==> src/rtl/synth_pkg.sv <==
// Shared types and default sizes for the synth voice path.
package synth_pkg;
  localparam int NUM_VOICES_DEF = 8;
  localparam int NOTE_W_DEF     = 7;
  localparam int VEL_W_DEF      = 3;
  localparam int AGE_W_DEF      = 4;

  typedef logic [NOTE_W_DEF-1:0] note_t;
  typedef logic [VEL_W_DEF-1:0]  vel_t;

  typedef enum logic [1:0] {
    IDLE   = 2'd0,
    SCAN   = 2'd1,
    COMMIT = 2'd2
  } alloc_state_t;
endpackage

==> src/rtl/voice_slot.sv <==
// One voice slot: gate, note, velocity and saturating age, driven by load/release/age commands.
module voice_slot
  import synth_pkg::*;
#(
  parameter int NOTE_W = NOTE_W_DEF,
  parameter int VEL_W  = VEL_W_DEF,
  parameter int AGE_W  = AGE_W_DEF
) (
  input  logic              clk,
  input  logic              rst,
  input  logic              i_clr,
  input  logic              i_load,
  input  logic              i_release,
  input  logic              i_age_inc,
  input  logic [NOTE_W-1:0] i_note,
  input  logic [VEL_W-1:0]  i_vel,
  output logic              o_on,
  output logic [NOTE_W-1:0] o_note,
  output logic [VEL_W-1:0]  o_vel,
  output logic [AGE_W-1:0]  o_age,
  output logic              o_trig
);
  localparam logic [AGE_W-1:0] AGE_MAX = '1;

  logic              r_on;
  logic [NOTE_W-1:0] r_note;
  logic [VEL_W-1:0]  r_vel;
  logic [AGE_W-1:0]  r_age;
  logic              r_trig;

  always_ff @(posedge clk) begin
    if (!rst) begin
      r_on   <= 1'b0;
      r_note <= '0;
      r_vel  <= '0;
      r_age  <= '0;
      r_trig <= 1'b0;
    end else if (i_clr) begin
      // panic release keeps note/vel so the release tail still has its pitch
      r_on   <= 1'b0;
      r_age  <= '0;
      r_trig <= 1'b0;
    end else begin
      r_trig <= i_load;
      if (i_load) begin
        r_on   <= 1'b1;
        r_note <= i_note;
        r_vel  <= i_vel;
        r_age  <= '0;
      end else if (i_release) begin
        r_on <= 1'b0;
      end else if (i_age_inc && r_on && r_age != AGE_MAX) begin
        r_age <= r_age + 1'b1;
      end
    end
  end

  assign o_on   = r_on;
  assign o_note = r_note;
  assign o_vel  = r_vel;
  assign o_age  = r_age;
  assign o_trig = r_trig;
endmodule

==> src/rtl/voice_allocator.sv <==
// Polyphonic voice allocator: serial scan over the slots, then a single commit cycle
// that retriggers a held note, fills the lowest free slot, or steals the oldest voice.
module voice_allocator
  import synth_pkg::*;
#(
  parameter int NUM_VOICES = NUM_VOICES_DEF,
  parameter int NOTE_W     = NOTE_W_DEF,
  parameter int VEL_W      = VEL_W_DEF,
  parameter int AGE_W      = AGE_W_DEF
) (
  input  logic                              clk,
  input  logic                              rst,
  input  logic                              ev_valid,
  output logic                              ev_ready,
  input  logic                              ev_is_on,
  input  logic [NOTE_W-1:0]                 ev_note,
  input  logic [VEL_W-1:0]                  ev_vel,
  input  logic                              all_off,
  output logic [NUM_VOICES-1:0]             voice_on,
  output logic [NUM_VOICES-1:0][NOTE_W-1:0] voice_note,
  output logic [NUM_VOICES-1:0][VEL_W-1:0]  voice_vel,
  output logic [NUM_VOICES-1:0]             voice_trig,
  output logic                              steal
);
  localparam int IDX_W = $clog2(NUM_VOICES);
  localparam logic [IDX_W-1:0] LAST_IDX = IDX_W'(NUM_VOICES - 1);

  alloc_state_t      r_state;
  logic [IDX_W-1:0]  r_idx;
  logic [IDX_W-1:0]  r_match_idx, r_free_idx, r_old_idx;
  logic              r_match_fnd, r_free_fnd, r_old_fnd;
  logic [AGE_W-1:0]  r_max_age;
  logic              r_ev_on;
  logic [NOTE_W-1:0] r_ev_note;
  logic [VEL_W-1:0]  r_ev_vel;
  logic              r_steal;

  logic [NUM_VOICES-1:0][AGE_W-1:0] w_age;
  logic [NUM_VOICES-1:0]            w_load, w_rel, w_inc;
  logic                             w_cur_on;
  logic [NOTE_W-1:0]                w_cur_note;
  logic [AGE_W-1:0]                 w_cur_age;
  logic                             w_commit, w_note_on, w_steal_nxt;
  logic [IDX_W-1:0]                 w_tgt;

  assign ev_ready    = (r_state == IDLE) && rst && !all_off;
  assign w_cur_on    = voice_on[r_idx];
  assign w_cur_note  = voice_note[r_idx];
  assign w_cur_age   = w_age[r_idx];
  assign w_commit    = (r_state == COMMIT);
  assign w_note_on   = r_ev_on && (r_ev_vel != '0);
  assign w_tgt       = r_match_fnd ? r_match_idx : (r_free_fnd ? r_free_idx : r_old_idx);
  assign w_steal_nxt = w_commit && w_note_on && !r_match_fnd && !r_free_fnd;
  assign steal       = r_steal;

  always_ff @(posedge clk) begin
    if (!rst) begin
      r_state     <= IDLE;
      r_idx       <= '0;
      r_match_idx <= '0;
      r_free_idx  <= '0;
      r_old_idx   <= '0;
      r_match_fnd <= 1'b0;
      r_free_fnd  <= 1'b0;
      r_old_fnd   <= 1'b0;
      r_max_age   <= '0;
      r_ev_on     <= 1'b0;
      r_ev_note   <= '0;
      r_ev_vel    <= '0;
      r_steal     <= 1'b0;
    end else if (all_off) begin
      r_state <= IDLE;
      r_steal <= 1'b0;
    end else begin
      r_steal <= w_steal_nxt;
      case (r_state)
        IDLE: if (ev_valid) begin
          r_ev_on     <= ev_is_on;
          r_ev_note   <= ev_note;
          r_ev_vel    <= ev_vel;
          r_idx       <= '0;
          r_match_fnd <= 1'b0;
          r_free_fnd  <= 1'b0;
          r_old_fnd   <= 1'b0;
          r_max_age   <= '0;
          r_state     <= SCAN;
        end
        SCAN: begin
          if (!r_match_fnd && w_cur_on && w_cur_note == r_ev_note) begin
            r_match_fnd <= 1'b1;
            r_match_idx <= r_idx;
          end
          if (!r_free_fnd && !w_cur_on) begin
            r_free_fnd <= 1'b1;
            r_free_idx <= r_idx;
          end
          // strict compare keeps the lower index on equal ages
          if (w_cur_on && (!r_old_fnd || w_cur_age > r_max_age)) begin
            r_old_fnd <= 1'b1;
            r_old_idx <= r_idx;
            r_max_age <= w_cur_age;
          end
          if (r_idx == LAST_IDX) r_state <= COMMIT;
          else                   r_idx   <= r_idx + 1'b1;
        end
        COMMIT:  r_state <= IDLE;
        default: r_state <= IDLE;
      endcase
    end
  end

  always_comb begin
    w_load = '0;
    w_rel  = '0;
    w_inc  = '0;
    for (int i = 0; i < NUM_VOICES; i++) begin
      if (w_commit && w_note_on) begin
        if (IDX_W'(i) == w_tgt) w_load[i] = 1'b1;
        else                    w_inc[i]  = 1'b1;
      end
      if (w_commit && !w_note_on && r_match_fnd && IDX_W'(i) == r_match_idx)
        w_rel[i] = 1'b1;
    end
  end

  for (genvar g = 0; g < NUM_VOICES; g++) begin : g_slot
    voice_slot #(
      .NOTE_W (NOTE_W),
      .VEL_W  (VEL_W),
      .AGE_W  (AGE_W)
    ) u_slot (
      .clk       (clk),
      .rst       (rst),
      .i_clr     (all_off),
      .i_load    (w_load[g]),
      .i_release (w_rel[g]),
      .i_age_inc (w_inc[g]),
      .i_note    (r_ev_note),
      .i_vel     (r_ev_vel),
      .o_on      (voice_on[g]),
      .o_note    (voice_note[g]),
      .o_vel     (voice_vel[g]),
      .o_age     (w_age[g]),
      .o_trig    (voice_trig[g])
    );
  end
endmodule
==> config.mk <==
export PLATFORM = sky130hd
export DESIGN_NAME = voice_allocator
export DESIGN_NICKNAME = d
export VERILOG_FILES = /design/src/rtl/synth_pkg.sv /design/src/rtl/voice_slot.sv /design/src/rtl/voice_allocator.sv
export SDC_FILE = /design/constraint.sdc
export NUM_CORES = 1
export LEC_CHECK = 0
export CORE_ASPECT_RATIO = 1.25
export CORE_UTILIZATION = 53
export CTS_CLUSTER_SIZE = 8
export DETAILED_ROUTE_END_ITERATION = 12
export DONT_BUFFER_PORTS = 1
export PLACE_DENSITY = 0.78
export SYNTH_ARGS = -nofsm -noshare
export SYNTH_HDL_FRONTEND = slang
export SYNTH_SLANG_ARGS = --single-unit
==> constraint.sdc <==
create_clock -name clk -period 3.5 [get_ports clk]
set_input_delay 0.875 -clock clk [delete_from_list [all_inputs] [get_ports clk]]
set_output_delay 0.875 -clock clk [all_outputs]
set_load 0.05 [all_outputs]
==> results.md, run 1 <==
* Via count at 6254
* FFs w/ async S/R, synth at 0%
* Syn_nets at 881
* I/O Buffers at 0
* Pin count of the biggest net entering global routing at 129
* CP max stage delay at 0.56 ns
* Max-cap violations at 0
* CP Class: reg2reg
* Internal at 2935 µW
* Initial antenna violation count at 0
* Cts bufs inserted at 17
* CP Cell Sequence: mux4_2 -> mux2i_1 -> inv_1 -> ha_1 -> nor2b_1 -> o21a_1 -> nor3_1 -> o21a_1 -> or3_1 -> mux2i_1
* Sw Ratio at 22.46%
* Worst VDD drop at 0.3043 mV
* Combinational Power Share at 2.1%
* Worst-Margin Slew at 0.7811 ns
* Cts repair resizes at 0
* Syn Std Cell Area at 7769 µm²
* Unrepaired setup endpoints after global routing: false
* # hold bufs at CTS at 0
* Final Instance Area at 8320 µm²
* Yosys warns at 0
* Met2 usage in global routing at 45.38%
* Clk network pwr share at 48.8%
* Detailed-route wire length per cell at 20.86 µm
* Core area at 14350 µm²
* Post-synthesis sequential area ratio at 41.49%
* Clock skew at 0.006719 ns
* Ant. Diodes at 0
* GRT met3 Usage at 9.082%
* Row Count at 49
* Drt pass-1 iters at 5
* Top achievable clock speed at 344.8 MHz
* Total Power at 3785 µW
* Via density at 6.223
* Final Cycle Share at 82.87%
* Worst setup SP type: flop
* TNS Setup at 0 ns
* Post-route ant nets at 0
* Sw Pwr at 850.0 µW
* Status: finished, final reports clean
* Post-DP Area at 7737 µm²
* Total routed wirelength at 20.97 mm
* Clock Latency Late Sink at 0.42 ns
* Worst Path Max Fanout at 16
* Clk slew on worst S/H paths at 0.06 ns
* Vias in the first global route at 5758
* Clock sink count at 161
* Lkg Pwr at 0.002742 µW
* Global-route wire length before repair at 32.04 mm
* Syn Area/Cell at 9.118 µm²
* Synth Flop Type: dfxtp_1
* Final Max Slew Viols at 0
* Met1 GRT Util at 33.97%
* Starting Density at 54.15%
* # DRC at 0
* Synthesis-to-finish area growth at 7.103%
* Post-synth EDFFs at 0
* CTS tree: done
* Clk buf depth at 2
* Synth Register Bits at 161
* HP Start: r_old_idx[2]$_SDFFE_PN0P_
* Routability congestion estimate at 0.8824
* Layout cells sized above 1 at 9.432%
* R2R Path Start: r_idx[0]$_SDFFE_PN0P_
* Slew headroom at 47.87%
* Setup Buffers After CTS at 0
* Sequential Power Share at 49.2%
* Crit path required time at 3.85 ns
* Die Ht at 137.4 µm
* HP Class: reg2reg
* Setup crit start: r_idx[0]$_SDFFE_PN0P_
* CTS Root Cell: clkbuf_16
* Layout Nets at 844
* Area of the die at 15150 µm²
* Total gr overflow at 0
* Post-synth cell types at 50
* Final hold violation count at 0
* Ports at 113
* Die Width at 110.3 µm
* Power per cell area at 455.0 nW/µm²
* H-tree Lvls at 4
* Crit path max-delay cell type: dfxtp_2
* Post-detail-place hpwl at 14.62 mm
* DRT iter0 DRCs at 486
* Critical Path Sink Type: flop
* Setup-failing EPs final at 0
* GR peak layer: met2
* Total track usage at 28.27%
* Minimum clock period at 2.901 ns
* Synthesized instance count at 852
* WP data arrival at 3.25 ns
[registers in the layout (all words and copies together), names as in the netlist, 4 cells and up]
name / flops
g_slot.u_slot.o_note: 56
g_slot.u_slot.o_age: 32
g_slot.u_slot.o_vel: 24
g_slot.u_slot.o_on: 8
g_slot.u_slot.o_trig: 8
r_ev_note: 7
r_max_age: 4
[cells in the final DEF (no fill, tap or decap), types with 10 or more instances in the layout]
cell,n
xor2_1,13
mux4_2,10
nand2_1,110
nor2b_1,35
ha_1,14
clkbuf_16,17
a21boi_1,10
a22o_1,12
inv_1,10
buf_4,22
a21boi_0,59
and2_1,10
dfxtp_1,160
mux2i_1,74
o21ai_0,62
nand3_1,24
nor2_1,39
o21a_1,12
nand4_1,16
a21oi_1,14
nor3_1,10
[critical path: cells and delay by family (launching register included)]
family	cells	cell delay, ns
flops	1	0.56
mux	3	0.94
fa+ha+maj	1	0.29
compound gates	2	0.41
buf+inv	1	0.07
simple gates	3	0.56
[layer usage]
metal	routed length [µm]	vias to the layer above
met3	2081	63
met2	9974	324
met4	854	0
met5	0	-
met1	8057	2951
li1	-	2916
[area by class of cell]
class / instances / area [µm²]
Sequential cell: 161 / 3224
Clock buffer: 17 / 425.4
Inverter: 10 / 37.54
Clock inverter: 14 / 157.7
Multi-Input combinational cell: 603 / 4088
Fill cell: 1253 / 6026
Timing Repair Buffer: 22 / 165.2
Tap cell: 178 / 222.7
[Yosys cell counts, types with 3 or more instances]
cell	n	area share (%)
nand2_1	110	5.3
inv_1	10	0.48
a311oi_1	4	0.45
o21ai_1	3	0.19
dfxtp_1	161	41
a21boi_1	10	0.97
o311ai_0	3	0.34
xnor2_1	8	0.90
a22o_1	12	1.4
nor2_1	39	1.9
nor4_1	7	0.56
nand4_1	16	1.3
a21boi_0	59	5.7
nor2_2	6	0.48
a22oi_1	4	0.39
o41ai_1	8	0.90
clkbuf_1	35	1.7
o21a_1	12	1.2
nand3_1	24	1.5
a311o_1	4	0.52
nor2b_1	35	2.8
xor2_1	13	1.5
or3_1	7	0.56
o2111ai_1	3	0.34
mux2i_1	74	9.5
nor3_1	12	0.77
buf_2	10	0.64
mux4_2	10	2.9
and2_1	10	0.81
o21ai_0	62	4.0
nand2b_1	5	0.40
ha_1	14	2.3
a21oi_1	14	0.90
buf_4	29	2.8
[power by group through the flow]
stage	combinational, µW	clock, µW	sequential (µW)
6_report	79.2	1850	1860
2_1_floorplan	99.2	0	1880
3_5_place_dp	78.1	0	1900
3_3_place_gp	76.6	0	1900
4_1_cts	78.4	1860	1860
5_1_grt	84.3	1950	1860
[stage by stage]
step | instances | utilization (%) | hold slack [ns] | setup slack [ns]
CTS | 1005 | 58.00 | 0.4721 | 0.5813
global placement | 974 | 53.93 | 0.4489 | 0.6679
floorplan | 852 | - | 0.4378 | 0.2986
detailed placement | 974 | 53.93 | 0.4574 | 0.5859
finish | 1005 | 58.00 | 0.4730 | 0.5994
global route | 1005 | 58.00 | 0.4974 | 0.3996
[kinds of logic (layout without fill, tap and decap cells)]
| family | count (synthesis) | in the layout | synth area share, % |
|---|---|---|---|
| muxes | 86 | 86 | 12.77 |
| DFF | 161 | 161 | 41.49 |
| and+or+nand+nor | 279 | 279 | 17.33 |
| AOI/OAI and AO/OA | 203 | 203 | 17.76 |
| xor gates and xnor gates | 21 | 21 | 2.368 |
| buffers and inverters | 88 | 63 | 6.024 |
| adders and majority gates | 14 | 14 | 2.255 |
[worst paths after layout]
check	to	slack, ns	cells after the start
max	r_old_idx[1]$_SDFFE_PN0P_	0.60	10
min	r_old_idx[2]$_SDFFE_PN0P_	0.47	2
max reg2reg	r_old_idx[1]$_SDFFE_PN0P_	0.60	10
min reg2reg	r_old_idx[2]$_SDFFE_PN0P_	0.47	2
Note: power is estimated with default switching activity, not from simulation.
==> run 2, diff against run 1 <==
==> constraint.sdc (replaced) <==
create_clock -name clk -period 2.99 [get_ports clk]
set_input_delay 0.7475 -clock clk [delete_from_list [all_inputs] [get_ports clk]]
set_output_delay 0.7475 -clock clk [all_outputs]
set_load 0.05 [all_outputs]
==> run 2 against run 1 <==
Worst hold slack got worse by 0.011 ns. Utilization rose by 2.8 points. Power increased by 26%. Maximum frequency grew 2.4%. Wire length rose by 1.8%. Worst setup slack got worse by 0.44 ns. Via count increased by 3.8%. Final cell count is 4.0% higher. Clock skew hardly changed. Flip-flop and latch count unchanged. Combinational power rose by 28%.
==> results.md, run 2 (synthesis results as in run 1) <==
* Via count at 6492
* Setup Buffers After CTS at 0
* Commonest non-fill, non-tap cell in the layout: dfxtp_1
* Unrepaired setup endpoints after global routing: false
* Lkg Pwr at 0.003003 µW
* Max-cap violations at 0
* Final hold violation count at 0
* Via density at 6.212
* Core area at 14350 µm²
* HP Class: in2reg
* Global-route wire length before repair at 33.62 mm
* CTS tree: done
* Area of the die at 15150 µm²
* Final Cycle Share at 94.73%
* HP Start: ev_vel[1]
* # DRC at 0
* Worst-Margin Slew at 0.7673 ns
* Footprint of the multi-input gates at 4088 µm²
* Starting Density at 54.15%
* Detailed-route wire length per cell at 20.42 µm
* Dpl cells at 1014
* Post-route ant nets at 0
* Power per cell area at 546.4 nW/µm²
* Buf/Inv on CP at 1
* Top achievable clock speed at 353.0 MHz
* Clk slew on worst S/H paths at 0.06 ns
* DRT iter0 DRCs at 408
* Worst VDD drop at 0.4313 mV
* CTS Root Cell: clkbuf_16
* WP data arrival at 3.18 ns
* Worst Path Max Fanout at 6
* Vias in the first global route at 6366
* Fillers at 1214
* Die Ht at 137.4 µm
* Total gr overflow at 0
* Routability congestion estimate at 0.9276
* Layout Nets at 884
* Clock Latency Late Sink at 0.43 ns
* Slew headroom at 48.50%
* Critical Path Sink Type: flop
* Post-Layout Cell Count at 1045
* Hold slack final at 0.4624 ns
* Highest-count cells in the layout ignoring fill and taps: dfxtp_1 (159), nand2_1 (110), mux2i_1 (74)
* Worst setup SP type: flop
* I/O Buffers at 0
* Ports at 113
* Setup-failing EPs final at 0
* Cts bufs inserted at 17
* Final Max Slew Viols at 0
* Post-detail-place hpwl at 15.10 mm
* Largest register FFs at 56
* Crit path required time at 3.34 ns
* Cts repair resizes at 0
* Die Width at 110.3 µm
* Drt pass-1 iters at 5
* Pin count of the biggest net entering global routing at 129
* Ant. Diodes at 0
* Clock skew at 0.006492 ns
* H-tree Lvls at 4
* Setup crit start: r_idx[0]$_SDFFE_PN0P_
* Status: finished, final reports clean
* Total routed wirelength at 21.34 mm
* Row Count at 49
* CP max stage delay at 0.55 ns
* Layout cells sized above 1 at 13.73%
* R2R Path Start: r_idx[0]$_SDFFE_PN0P_
* Initial antenna violation count at 0
* Total track usage at 29.62%
* Clk buf depth at 2
* TNS Setup at 0 ns
* FF/Latch Area at 3226 µm²
* CP Cell Sequence: mux4_2 -> mux2i_1 -> inv_1 -> ha_1 -> nor2b_1 -> o21a_1 -> nor3_1 -> o21a_1 -> or3_1 -> mux2i_1
* Cell family with most CP delay: multiplexers
* Clock sink count at 161
* Minimum clock period at 2.833 ns
* Crit path max-delay cell type: mux4_2
* Synthesis-to-finish area growth at 12.19%
* CP Class: reg2reg
* # hold bufs at CTS at 0
## run 2: changes by cell type in the layout (fill, tap and decap cells not counted), sizes merged
cell      before  now
bufinv         2    6
clkbuf        17   18
buf           22   62
inv           15   11
clkinvlp       1    0
## run 2: worst reg2reg max path: stages, from the launching register on
cell and delay (ns):
dfxtp_2 0.43, mux4_2 0.55, mux2i_1 0.22, inv_1 0.07
ha_1 0.29, nor2b_1 0.14, o21a_1 0.16, nor3_1 0.19
o21a_1 0.27, or3_1 0.23, mux2i_1 0.22
## run 2: worst paths after layout
check,endpoint,slack (ns),cells past startpoint
max,r_old_idx[0]$_SDFFE_PN0P_,0.16,10
min,r_ev_vel[1]$_SDFFE_PN0P_,0.46,2
max reg2reg,r_old_idx[0]$_SDFFE_PN0P_,0.16,10
min reg2reg,r_old_idx[2]$_SDFFE_PN0P_,0.49,2
## run 2: layer usage
layer	track usage [%]	up-vias	share of wire (%)
met2	46.86	294	47
met1	35.65	3104	39
li1	-	3018	-
met4	16.74	0	4.7
met3	8.657	76	9.2
met5	0	-	0
## run 2: through the flow
step           utilization (%)  instance area, µm²  power [µW]  setup WS, ns
2_1_floorplan                -                7776        2321      0.005939
3_3_place_gp             56.03                8038        2321        0.1630
3_5_place_dp             56.03                8038        2322       0.05638
4_1_cts                  60.72                8711        4776       0.03948
5_1_grt                  60.75                8716        4871       0.01349
6_report                 60.75                8716        4762        0.1575
## run 2: power breakdown
group / internal (µW) / switching (µW)
Clock: 1590 / 898
Combinational: 43.9 / 56.9
Sequential: 2150 / 22.6
## run 2: layout make-up
cell class                      instances  area share, %
Timing Repair Buffer                   62          5.383
Tap cell                              178          2.555
Multi-Input combinational cell        603          46.90
Clock buffer                           18          5.039
Inverter                               10         0.4307
Clock inverter                         13          2.684
Sequential cell                       161          37.01
